File: src/rtl/uart_tx_block_scheduler.sv
// uart_tx_block_scheduler: round-robin arbiter that latches one requester's block
// and feeds it MSB-byte-first through the UART_TX start/busy handshake.
module uart_tx_block_scheduler #(
    parameter int NUM_REQ       = 2,
    parameter int BLOCK_BYTES   = 16,
    parameter int START_TIMEOUT = 1024,
    localparam int LW           = $clog2(BLOCK_BYTES + 1)
) (
    input  logic                            clk,
    input  logic                            rst,
    input  logic [NUM_REQ-1:0]              req_valid,
    input  logic [NUM_REQ*8*BLOCK_BYTES-1:0] req_block,
    input  logic [NUM_REQ*LW-1:0]           req_len,
    output logic [NUM_REQ-1:0]              req_ack,
    output logic [NUM_REQ-1:0]              req_done,
    output logic [NUM_REQ-1:0]              req_err,
    output logic                            sched_busy,
    output logic [7:0]                      tx_data,
    output logic                            tx_start,
    input  logic                            tx_busy
);
    localparam int W  = 8 * BLOCK_BYTES;
    localparam int GW = $clog2(NUM_REQ);
    localparam int TW = $clog2(START_TIMEOUT + 1);

    typedef enum logic [1:0] {IDLE, LOAD, SEND, WAIT} state_t;

    state_t          state;
    logic [W-1:0]    data_buf;
    logic [LW-1:0]   len, byte_cnt, len_in, len_clamped;
    logic [GW-1:0]   rr, g, gnt;
    logic [TW-1:0]   tcnt;
    logic            hit;
    int              j;

    // Scan downward so the smallest offset from rr is the last (winning) assignment.
    always_comb begin
        gnt = '0;
        hit = 1'b0;
        j   = 0;
        for (int i = NUM_REQ - 1; i >= 0; i--) begin
            j = int'(rr) + i;
            if (j >= NUM_REQ) j = j - NUM_REQ;
            if (req_valid[j]) begin
                gnt = GW'(j);
                hit = 1'b1;
            end
        end
    end

    assign len_in      = req_len[gnt*LW +: LW];
    assign len_clamped = (len_in > LW'(BLOCK_BYTES)) ? LW'(BLOCK_BYTES) : len_in;

    always_ff @(posedge clk) begin
        if (rst) begin
            state      <= IDLE;
            tx_data    <= '0;
            tx_start   <= 1'b0;
            req_ack    <= '0;
            req_done   <= '0;
            req_err    <= '0;
            sched_busy <= 1'b0;
            rr         <= '0;
        end else begin
            tx_start <= 1'b0;
            req_ack  <= '0;
            req_done <= '0;
            req_err  <= '0;
            case (state)
                IDLE: if (hit) begin
                    data_buf     <= req_block[gnt*W +: W];
                    len          <= len_clamped;
                    byte_cnt     <= '0;
                    g            <= gnt;
                    req_ack[gnt] <= 1'b1;
                    rr           <= (gnt == GW'(NUM_REQ - 1)) ? '0 : gnt + 1'b1;
                    sched_busy   <= 1'b1;
                    state        <= LOAD;
                end
                // A zero-length block completes here without ever touching the UART.
                LOAD: if (len == '0) begin
                    req_done[g] <= 1'b1;
                    sched_busy  <= 1'b0;
                    state       <= IDLE;
                end else begin
                    tx_data  <= data_buf[W-1 -: 8];
                    tx_start <= 1'b1;
                    tcnt     <= '0;
                    state    <= SEND;
                end
                SEND: if (tx_busy) begin
                    state <= WAIT;
                end else if (tcnt == TW'(START_TIMEOUT - 1)) begin
                    req_err[g] <= 1'b1;
                    sched_busy <= 1'b0;
                    state      <= IDLE;
                end else begin
                    tcnt <= tcnt + 1'b1;
                end
                WAIT: if (!tx_busy) begin
                    if (byte_cnt == len - 1'b1) begin
                        req_done[g] <= 1'b1;
                        sched_busy  <= 1'b0;
                        state       <= IDLE;
                    end else begin
                        data_buf <= data_buf << 8;
                        byte_cnt <= byte_cnt + 1'b1;
                        state    <= LOAD;
                    end
                end
                default: state <= IDLE;
            endcase
        end
    end
endmodule

File: config.mk
export PLATFORM = sky130hd
export DESIGN_NAME = uart_tx_block_scheduler
export DESIGN_NICKNAME = d
export VERILOG_FILES = /design/src/rtl/uart_tx_block_scheduler.sv
export SDC_FILE = /design/constraint.sdc
export NUM_CORES = 1
export LEC_CHECK = 0
export CAP_MARGIN = 30
export CELL_PAD_IN_SITES_DETAIL_PLACEMENT = 1
export CELL_PAD_IN_SITES_GLOBAL_PLACEMENT = 1
export CORE_MARGIN = 5
export CORE_UTILIZATION = 32
export DETAILED_ROUTE_END_ITERATION = 12
export PLACE_DENSITY_LB_ADDON = 0.1
export SYNTH_ARGS = -nofsm -noshare
export SYNTH_HDL_FRONTEND = slang
export SYNTH_SLANG_ARGS = --single-unit
File: constraint.sdc
create_clock -name clk -period 18.7 [get_ports clk]
set_clock_uncertainty 0.2 [all_clocks]
set_input_delay 3.74 -clock clk [delete_from_list [all_inputs] [get_ports clk]]
set_output_delay 3.74 -clock clk [all_outputs]
set_load 0.005 [all_outputs]
# Yosys cells after proc, flatten, opt, wreduce, memory -nomap -nowiden
# Cells that the tools add are included.
[op_classes]
add_sub_neg = 7
multipliers = 1
order_cmp = 9
n_eq_ne = 15
shift = 2
n_mux = 48
bitwise_logic = 7
n_reduce_logical = 16
[ops]
columns = ["op", "n"]
rows = [
  ["$mux 128", 3],
  ["$pmux 128 s2", 1],
  ["$shiftx 256x9->128", 1],
  ["$lt 32x3->1 const B", 2],
  ["$mux 32", 2],
  ["$mux 11", 3],
  ["$pmux 11 s2", 1],
  ["$mux 1", 21],
  ["$ne 2x2->1 const B", 9],
  ["$mux 2", 8],
  ["$mux 5", 3],
  ["$add 11x1->11 const B", 1],
  ["$eq 11x10->1 const B", 1],
  ["$pmux 5 s2", 1],
  ["$reduce_and 5->1", 2],
  ["$shiftx 10x5->5", 1],
  ["$pmux 2 s4", 1],
  ["$not 1->1", 7],
  ["$reduce_and 3->1", 2],
  ["$reduce_and 6->1", 1],
  ["$add 5x1->5 const B", 1],
  ["$eq 5x5->1", 1],
  ["$gt 5x5->1 const B", 1],
  ["$logic_not 5->1", 1],
  ["23 further kinds", 30],
]
[totals]
ff_bits = 169
output_inout_bits = 16

# Logic depth before layout (Yosys ltp)
# Gate-level depths: netlist (run 1).
[logic_depth]
word_depth = 12
depth_mapped = 8

# Worst setup path before layout (run 1)
# OpenSTA, ideal clock, no wires.
[synth_timing]
kind = "input-to-reg"
startpoint = "in rst"
endpoint = "reg byte_cnt[0] (enable)"
setup_time_ps = 952
arrival_ps = 16591
required_ps = 17548
path_slack_ps = 957
path_stages = 2
n_path_buf = 1
cell_sequence = "clkbuf_1 > nor4_1"
[synth_between]
elab_chain_cells = 2
[synth_rtl]
columns = ["element", "line", "text"]
rows = [
  ["start: declaration", "10", "input logic rst,"],
  ["$not 1->1 (no line)", "-", ""],
  ["$reduce_and 5->1 (no line)", "-", ""],
  ["end signal: assignment", "107", "byte_cnt <= byte_cnt + 1'b1;"],
  ["end: declaration", "30", "logic [LW-1:0] len, byte_cnt, len_in, len_clamped;"],
]
# No other way between the ends.
# A chain may end at the register's enable or synchronous reset.

# Final worst setup path (run 1)
[layout_timing]
startpoint = "in rst"
endpoint = "reg data_buf[104] (enable)"
[layout_between]
elab_chain_cells = 2
[layout_rtl]
columns = ["element", "line", "text"]
rows = [
  ["$not 1->1 (no line)", "-", ""],
  ["$reduce_and 5->1 (no line)", "-", ""],
  ["end signal: assignment", "71", "data_buf <= req_block[gnt*W +: W];"],
  ["end signal: assignment", "106", "data_buf <= data_buf << 8;"],
  ["end: declaration", "29", "logic [W-1:0] data_buf;"],
]
# No other way between the ends.

==> metrics.txt, run 1 <==
outcome finished clean; Layout area overhead 45.8%; top post-synthesis cells by area edfxtp_1, mux2i_1, o21ai_0, nand2_1, dfxtp_1; YS warnings 0; CP startpoint kind input pin; Yosys reg bits 169; violation count after the first detailed-route iteration 350; via/cell ratio 4.69; NetSw 263 uW; DR pass1 iterations 5; die width 172 microns; placed cells 1328; CP most frequent cell buf_4; Final Cycle Share 35.1%; final setup fails 0; Required @ worst endpoint 18600 ps; hold_buf cts 0; Synth Net Count 1024; total of fill cells in the finished design 2780; Peak supply drop 56.5 uV; pwr/cell area 83.4 nW/um^2; row count 59; count of buffer and inverter cells on the critical path 4; layout cells sized above 1 5.26%; die area 29600 sq um; clock root buffer clkbuf_16; Max Root-Sink Buffers 2; total CTS buffers 17; final cell count without fillers 1362; kind of critical path in2reg; Slew Limit Headroom 45.2%; Clock power frac 34.0%; Netlist Area Pre-Place 8400 sq um; largest net degree at the start of global routing 119; Pleak 0.00422 uW; Total Wirelength 24.3 mm; Post-DRT Antenna Nets 0; vias in the first global route 6738; die span in y 172 microns; DRC violations left 0; post_cts resized 0; Max stage delay on crit path 820 ps; HPWL after DPL 17.9 mm; Switching Share 25.7%; Netlist cell types 44; core area 26000 sq um; WP data arrival 6470 ps; Worst Path Max Fanout 59; max-slew violations 0; Slowest cell on crit path clkdlybuf4s50_1; Tot GR Track Use 15.9%; final worst path period need 6570 ps; nets 1292; Sinks on Clock Net 169; PortBufs 286; Syn Inst Count 745; Crit path max-delay family buffers and inverters; Clk pin slew, worst setup/hold paths 70 ps; initial core utilization 32.3%; Ports 287; initial antenna violation count 2; htree depth 4; clock latency on the worst-skew pair 430 ps; gr ovfl total 0; CTS tree done; most numerous cell in the Yosys netlist nand2_1; internal power 759 uW; post-synthesis sequential area ratio 58.2%; type of element capturing the critical path flop; RSZ-0062 raised after global routing no; setup ws final 12130 ps; global-route wire length before repair 36.0 mm; Slew @ Worst Pin 822 ps; syn avg cell area 11.3 sq um; fmax 152 MHz; Yosys top cell area share 53.6%; EDFF count, synth 150; synth cell count leaders nand2_1, edfxtp_1, mux2i_1, o21ai_0, clkbuf_1; cells along the critical path clkdlybuf4s50_1 -> nor4_2 -> buf_4 -> buf_4 -> buf_16; Hold Path Class reg2reg; dpl ws 11660 ps; area leader, netlist edfxtp_1; final setup TNS 0 ps; Post-CTS Setup Bufs 0; Async S/R FF share, synth 0%; routed len/inst 17.8 microns; Hold Fails Final Rpt 0; combinational power share 18.0%; sequential share of power 47.9%; via count 6391; number of max-cap violations 0; Main synth FF type edfxtp_1; global placement routability congestion 0.733
state kept, by name, indices dropped and copies added, names as in the netlist, 2 cells and up:
register  count
data_buf    128
tcnt         11
tx_data       8
byte_cnt      5
len           5
req_ack       2
req_done      2
req_err       2
state         2
metal layers:
metal / vias to the layer above / part of all wire, % / track usage (%)
met3: 20 / 6.4 / 4.16
met5: - / 0.029 / 0
li1: 3224 / - / -
met1: 2959 / 43 / 20.2
met4: 2 / 1.3 / 4.61
met2: 186 / 49 / 26.7
placed cells by master, fill, tap and decap left out, types with 2 or more instances in the layout:
cell / instances
a21boi_0: 4
clkbuf_16: 17
xnor2_1: 9
a21oi_1: 14
and2_1: 8
clkinv_4: 4
nor2_1: 23
inv_6: 5
inv_8: 2
nor2b_1: 2
nor3_1: 4
buf_16: 4
edfxtp_1: 150
mux2i_1: 130
nand3_1: 5
nand2b_1: 5
nand4_1: 2
clkdlybuf4s50_1: 286
clkinv_1: 2
o21ai_1: 6
dfxtp_1: 19
o21ai_0: 117
xor2_1: 7
nand3b_1: 2
nand2_1: 152
buf_4: 8
inv_1: 9
ha_1: 7
per-stage QoR:
| step | area [sq um] | hold WS, ps | total power (uW) | utilization (%) |
|---|---|---|---|---|
| finish | 12200 | 290 | 1020 | 47.1 |
| global route | 12200 | 310 | 1070 | 47.1 |
| CTS | 12200 | 287 | 1040 | 47.0 |
| detailed placement | 11600 | 276 | 685 | 44.8 |
| global placement | 11600 | 259 | 678 | 44.5 |
| floorplan | 8400 | 243 | 598 | - |
power groups by stage:
| stage | logic, uW | registers (uW) | clock network (uW) |
|---|---|---|---|
| global route | 203 | 494 | 372 |
| detailed placement | 187 | 498 | 0 |
| global placement | 181 | 497 | 0 |
| CTS | 188 | 490 | 358 |
| floorplan | 89.5 | 509 | 0 |
| finish | 184 | 489 | 348 |
path summary, 6_finish.rpt:
path | startpoint | to | slack [ps] | cells after the start
setup / recovery | rst | data_buf[104]$_DFFE_PP_ | 12130 | 5
hold / removal | data_buf[123]$_DFFE_PP_ | tx_data[3]$_SDFFE_PP0P_ | 290 | 2
setup reg to reg | len[0]$_SDFFCE_PN0P_ | data_buf[104]$_DFFE_PP_ | 14880 | 9
hold reg to reg | data_buf[123]$_DFFE_PP_ | tx_data[3]$_SDFFE_PP0P_ | 290 | 2
worst reg2reg max path: stages (launching register included):
cell      delay [ps]
edfxtp_1         400
inv_1             60
ha_1             230
a21boi_0         140
o311ai_1         620
nor2_1           120
nor4_2           240
buf_4            650
buf_4            480
buf_16           320
cells by family (layout without fill, tap and decap cells):
| family | count (synthesis) | after routing | synth area share [%] |
|---|---|---|---|
| AOI/OAI and AO/OA | 151 | 151 | 9.80 |
| xor gates and xnor gates | 16 | 16 | 1.67 |
| adders and majority gates | 8 | 8 | 1.19 |
| buffers and inverters | 59 | 340 | 2.96 |
| DFF | 169 | 169 | 58.2 |
| muxes | 130 | 130 | 15.5 |
| other | 0 | 1 | 0 |
| and+or+nand+nor | 212 | 212 | 10.7 |
area by class of cell:
class	instances	area [sq um]	area share, %
sequential	169	4880	39.9
clock buffer	18	429	3.51
antenna	1	2.50	0.0204
multi-input combinational	517	3300	26.9
timing repair buffer	298	3030	24.8
tap	335	419	3.42
inverter	10	42.5	0.347
clock inverter	14	138	1.12
No activity file was read; power rests on OpenSTA's default activity.
==> inputs of run 2 (changes only) <==
==> constraint.sdc (replaced) <==
create_clock -name clk -period 5.4 [get_ports clk]
set_clock_uncertainty 0.2 [all_clocks]
set_input_delay 1.08 -clock clk [delete_from_list [all_inputs] [get_ports clk]]
set_output_delay 1.08 -clock clk [all_outputs]
set_load 0.005 [all_outputs]
==> run 2 against run 1 <==
Non-clock buffer count down 2. Register-to-register slack worse by 12000 ps. Routed wire length rose by 1.1%. Clock power grew to 3.4 times the previous value. Final cell count shrank 0.15%. Design area is 0.36% lower. Setup slack worse by 10000 ps. Total power rose to 3.5 times the previous value. Utilization fell by 0.17 points. First-iteration DRC count grew 26%. Worst hold slack got worse by 5.4 ps. Critical endpoint is now data_buf[83]$_DFFE_PP_. Highest routed layer unchanged.
==> metrics.txt, run 2 (synthesis gave the netlist of run 1 again) <==
Sinks on Clock Net 169; gr ovfl total 0; sequential share of power 48.0%; largest net degree at the start of global routing 247; internal power 2630 uW; post_cts resized 0; Hold Path Class reg2reg; RR Endpoint byte_cnt[1]$_SDFFCE_PN0P_; die width 172 microns; Total Wirelength 24.6 mm; max-slew violations 0; Largest regs data_buf x128, tcnt x11, tx_data x8; min-delay src data_buf[127]$_DFFE_PP_; kind of critical path in2reg; CTS tree done; reg2reg start len[0]$_SDFFCE_PN0P_; final setup TNS 0 ps; pwr/cell area 289 nW/um^2; core area 26000 sq um; PortBufs 286; Post-CTS Setup Bufs 0; Hold Fails Final Rpt 0; Ports 287; most frequent cells in the layout clkdlybuf4s50_1, nand2_1, edfxtp_1; register area 4880 sq um; nets 1290; Post-Place Cell Area 11600 sq um; Max Root-Sink Buffers 2; Clock power frac 34.0%; hold path endpoint tx_data[7]$_SDFFE_PP0P_; Switching Share 25.5%; Largest Register data_buf; Clk pin slew, worst setup/hold paths 70 ps; initial antenna violation count 3; final setup fails 0; outcome finished clean; Slew Limit Headroom 28.7%; die span in y 172 microns; fin area 12200 sq um; type of element capturing the critical path flop; HPWL after DPL 17.8 mm; routed len/inst 18.1 microns; setup ws final 2160 ps; global placement routability congestion 0.754; hold-critical path depth 2; layout cells sized above 1 5.28%; DR pass1 iterations 4; combinational power share 17.9%; Pleak 0.00417 uW; violation count after the first detailed-route iteration 442; Worst R2R Setup Slack 2410 ps; vias in the first global route 6771; clock root buffer clkbuf_16; DRC violations left 0; row count 59; number of max-cap violations 0; RSZ-0062 raised after global routing no; via/cell ratio 4.77; fmax 309 MHz; dpl ws 1700 ps; CP startpoint kind input pin; Largest register FFs 128; Worst Path Max Fanout 53; Slew @ Worst Pin 1070 ps; global-route wire length before repair 37.1 mm; total CTS buffers 17; final worst path period need 3240 ps; hold_buf cts 0; R2R depth 7; Final Cycle Share 60.0%; Layout area overhead 45.3%; initial core utilization 32.3%; die area 29600 sq um; htree depth 4; Peak supply drop 149 uV; via count 6488; NetSw 900 uW; Tot GR Track Use 16.2%; Post-DRT Antenna Nets 0; Worst Setup SP req_valid[1]; Required @ worst endpoint 5300 ps; WP data arrival 3140 ps; clock latency on the worst-skew pair 420 ps; total of fill cells in the finished design 2834; commonest non-fill, non-tap cell in the layout clkdlybuf4s50_1; multi-input logic area 3310 sq um
-- run 2: cell count changes in the layout (fill, tap and decap cells not counted), moves of 2 or more --
cell / before / now
buf_12: 0 / 3
buf_16: 4 / 0
clkinv_1: 2 / 0
clkinv_4: 4 / 1
clkinvlp_4: 1 / 6
inv_8: 2 / 0
-- run 2: final cells by class --
cell class / count / share of cell area [%]
Antenna cell: 2 / 0.0410
Clock buffer: 19 / 3.63
Clock inverter: 12 / 0.974
Inverter: 10 / 0.349
Multi-Input combinational cell: 517 / 27.1
Sequential cell: 169 / 40.0
Tap cell: 335 / 3.44
Timing Repair Buffer: 296 / 24.4
-- run 2: critical path, stage by stage --
cell and delay [ps]:
clkdlybuf4s50_1 510, o21ai_1 80, buf_4 200, inv_6 470, buf_4 410, mux2i_1 220, o21ai_0 130
-- run 2: per-stage QoR --
| step | util, % | total power (uW) | std cells | hold WS, ps |
|---|---|---|---|---|
| detailed placement | 44.8 | 2370 | 1327 | 277 |
| floorplan | - | 2040 | 745 | 243 |
| global placement | 44.8 | 2360 | 1327 | 260 |
| finish | 47.0 | 3530 | 1360 | 284 |
| CTS | 46.9 | 3580 | 1358 | 290 |
| global route | 46.9 | 3700 | 1359 | 317 |
-- run 2: routing by layer --
metal / track usage (%) / wire length [microns] / up-vias
met3: 4.41 / 1540 / 17
met4: 4.31 / 215 / 4
met2: 26.9 / 12100 / 191
li1: - / - / 3209
met1: 21.0 / 10700 / 3067
met5: 0 / 25 / -
-- run 2: power groups by stage --
stage / registers (uW) / logic, uW / clock network (uW)
3_5_place_dp: 1720 / 646 / 0
6_report: 1690 / 632 / 1200
2_1_floorplan: 1720 / 315 / 0
3_3_place_gp: 1720 / 636 / 0
5_1_grt: 1710 / 699 / 1290
4_1_cts: 1700 / 648 / 1230
-- run 2: worst max-delay path by stage --
stage                     depth (start not counted)  slack (ps)                        end
after global routing                              8        2010     data_buf[26]$_DFFE_PP_
after global placement                            7        1700     data_buf[83]$_DFFE_PP_
after floorplan                                   2        -820  byte_cnt[0]$_SDFFCE_PN0P_
final                                             7        2160     data_buf[83]$_DFFE_PP_
after detailed placement                          8        1700     data_buf[83]$_DFFE_PP_
after CTS                                         8        2140     data_buf[77]$_DFFE_PP_
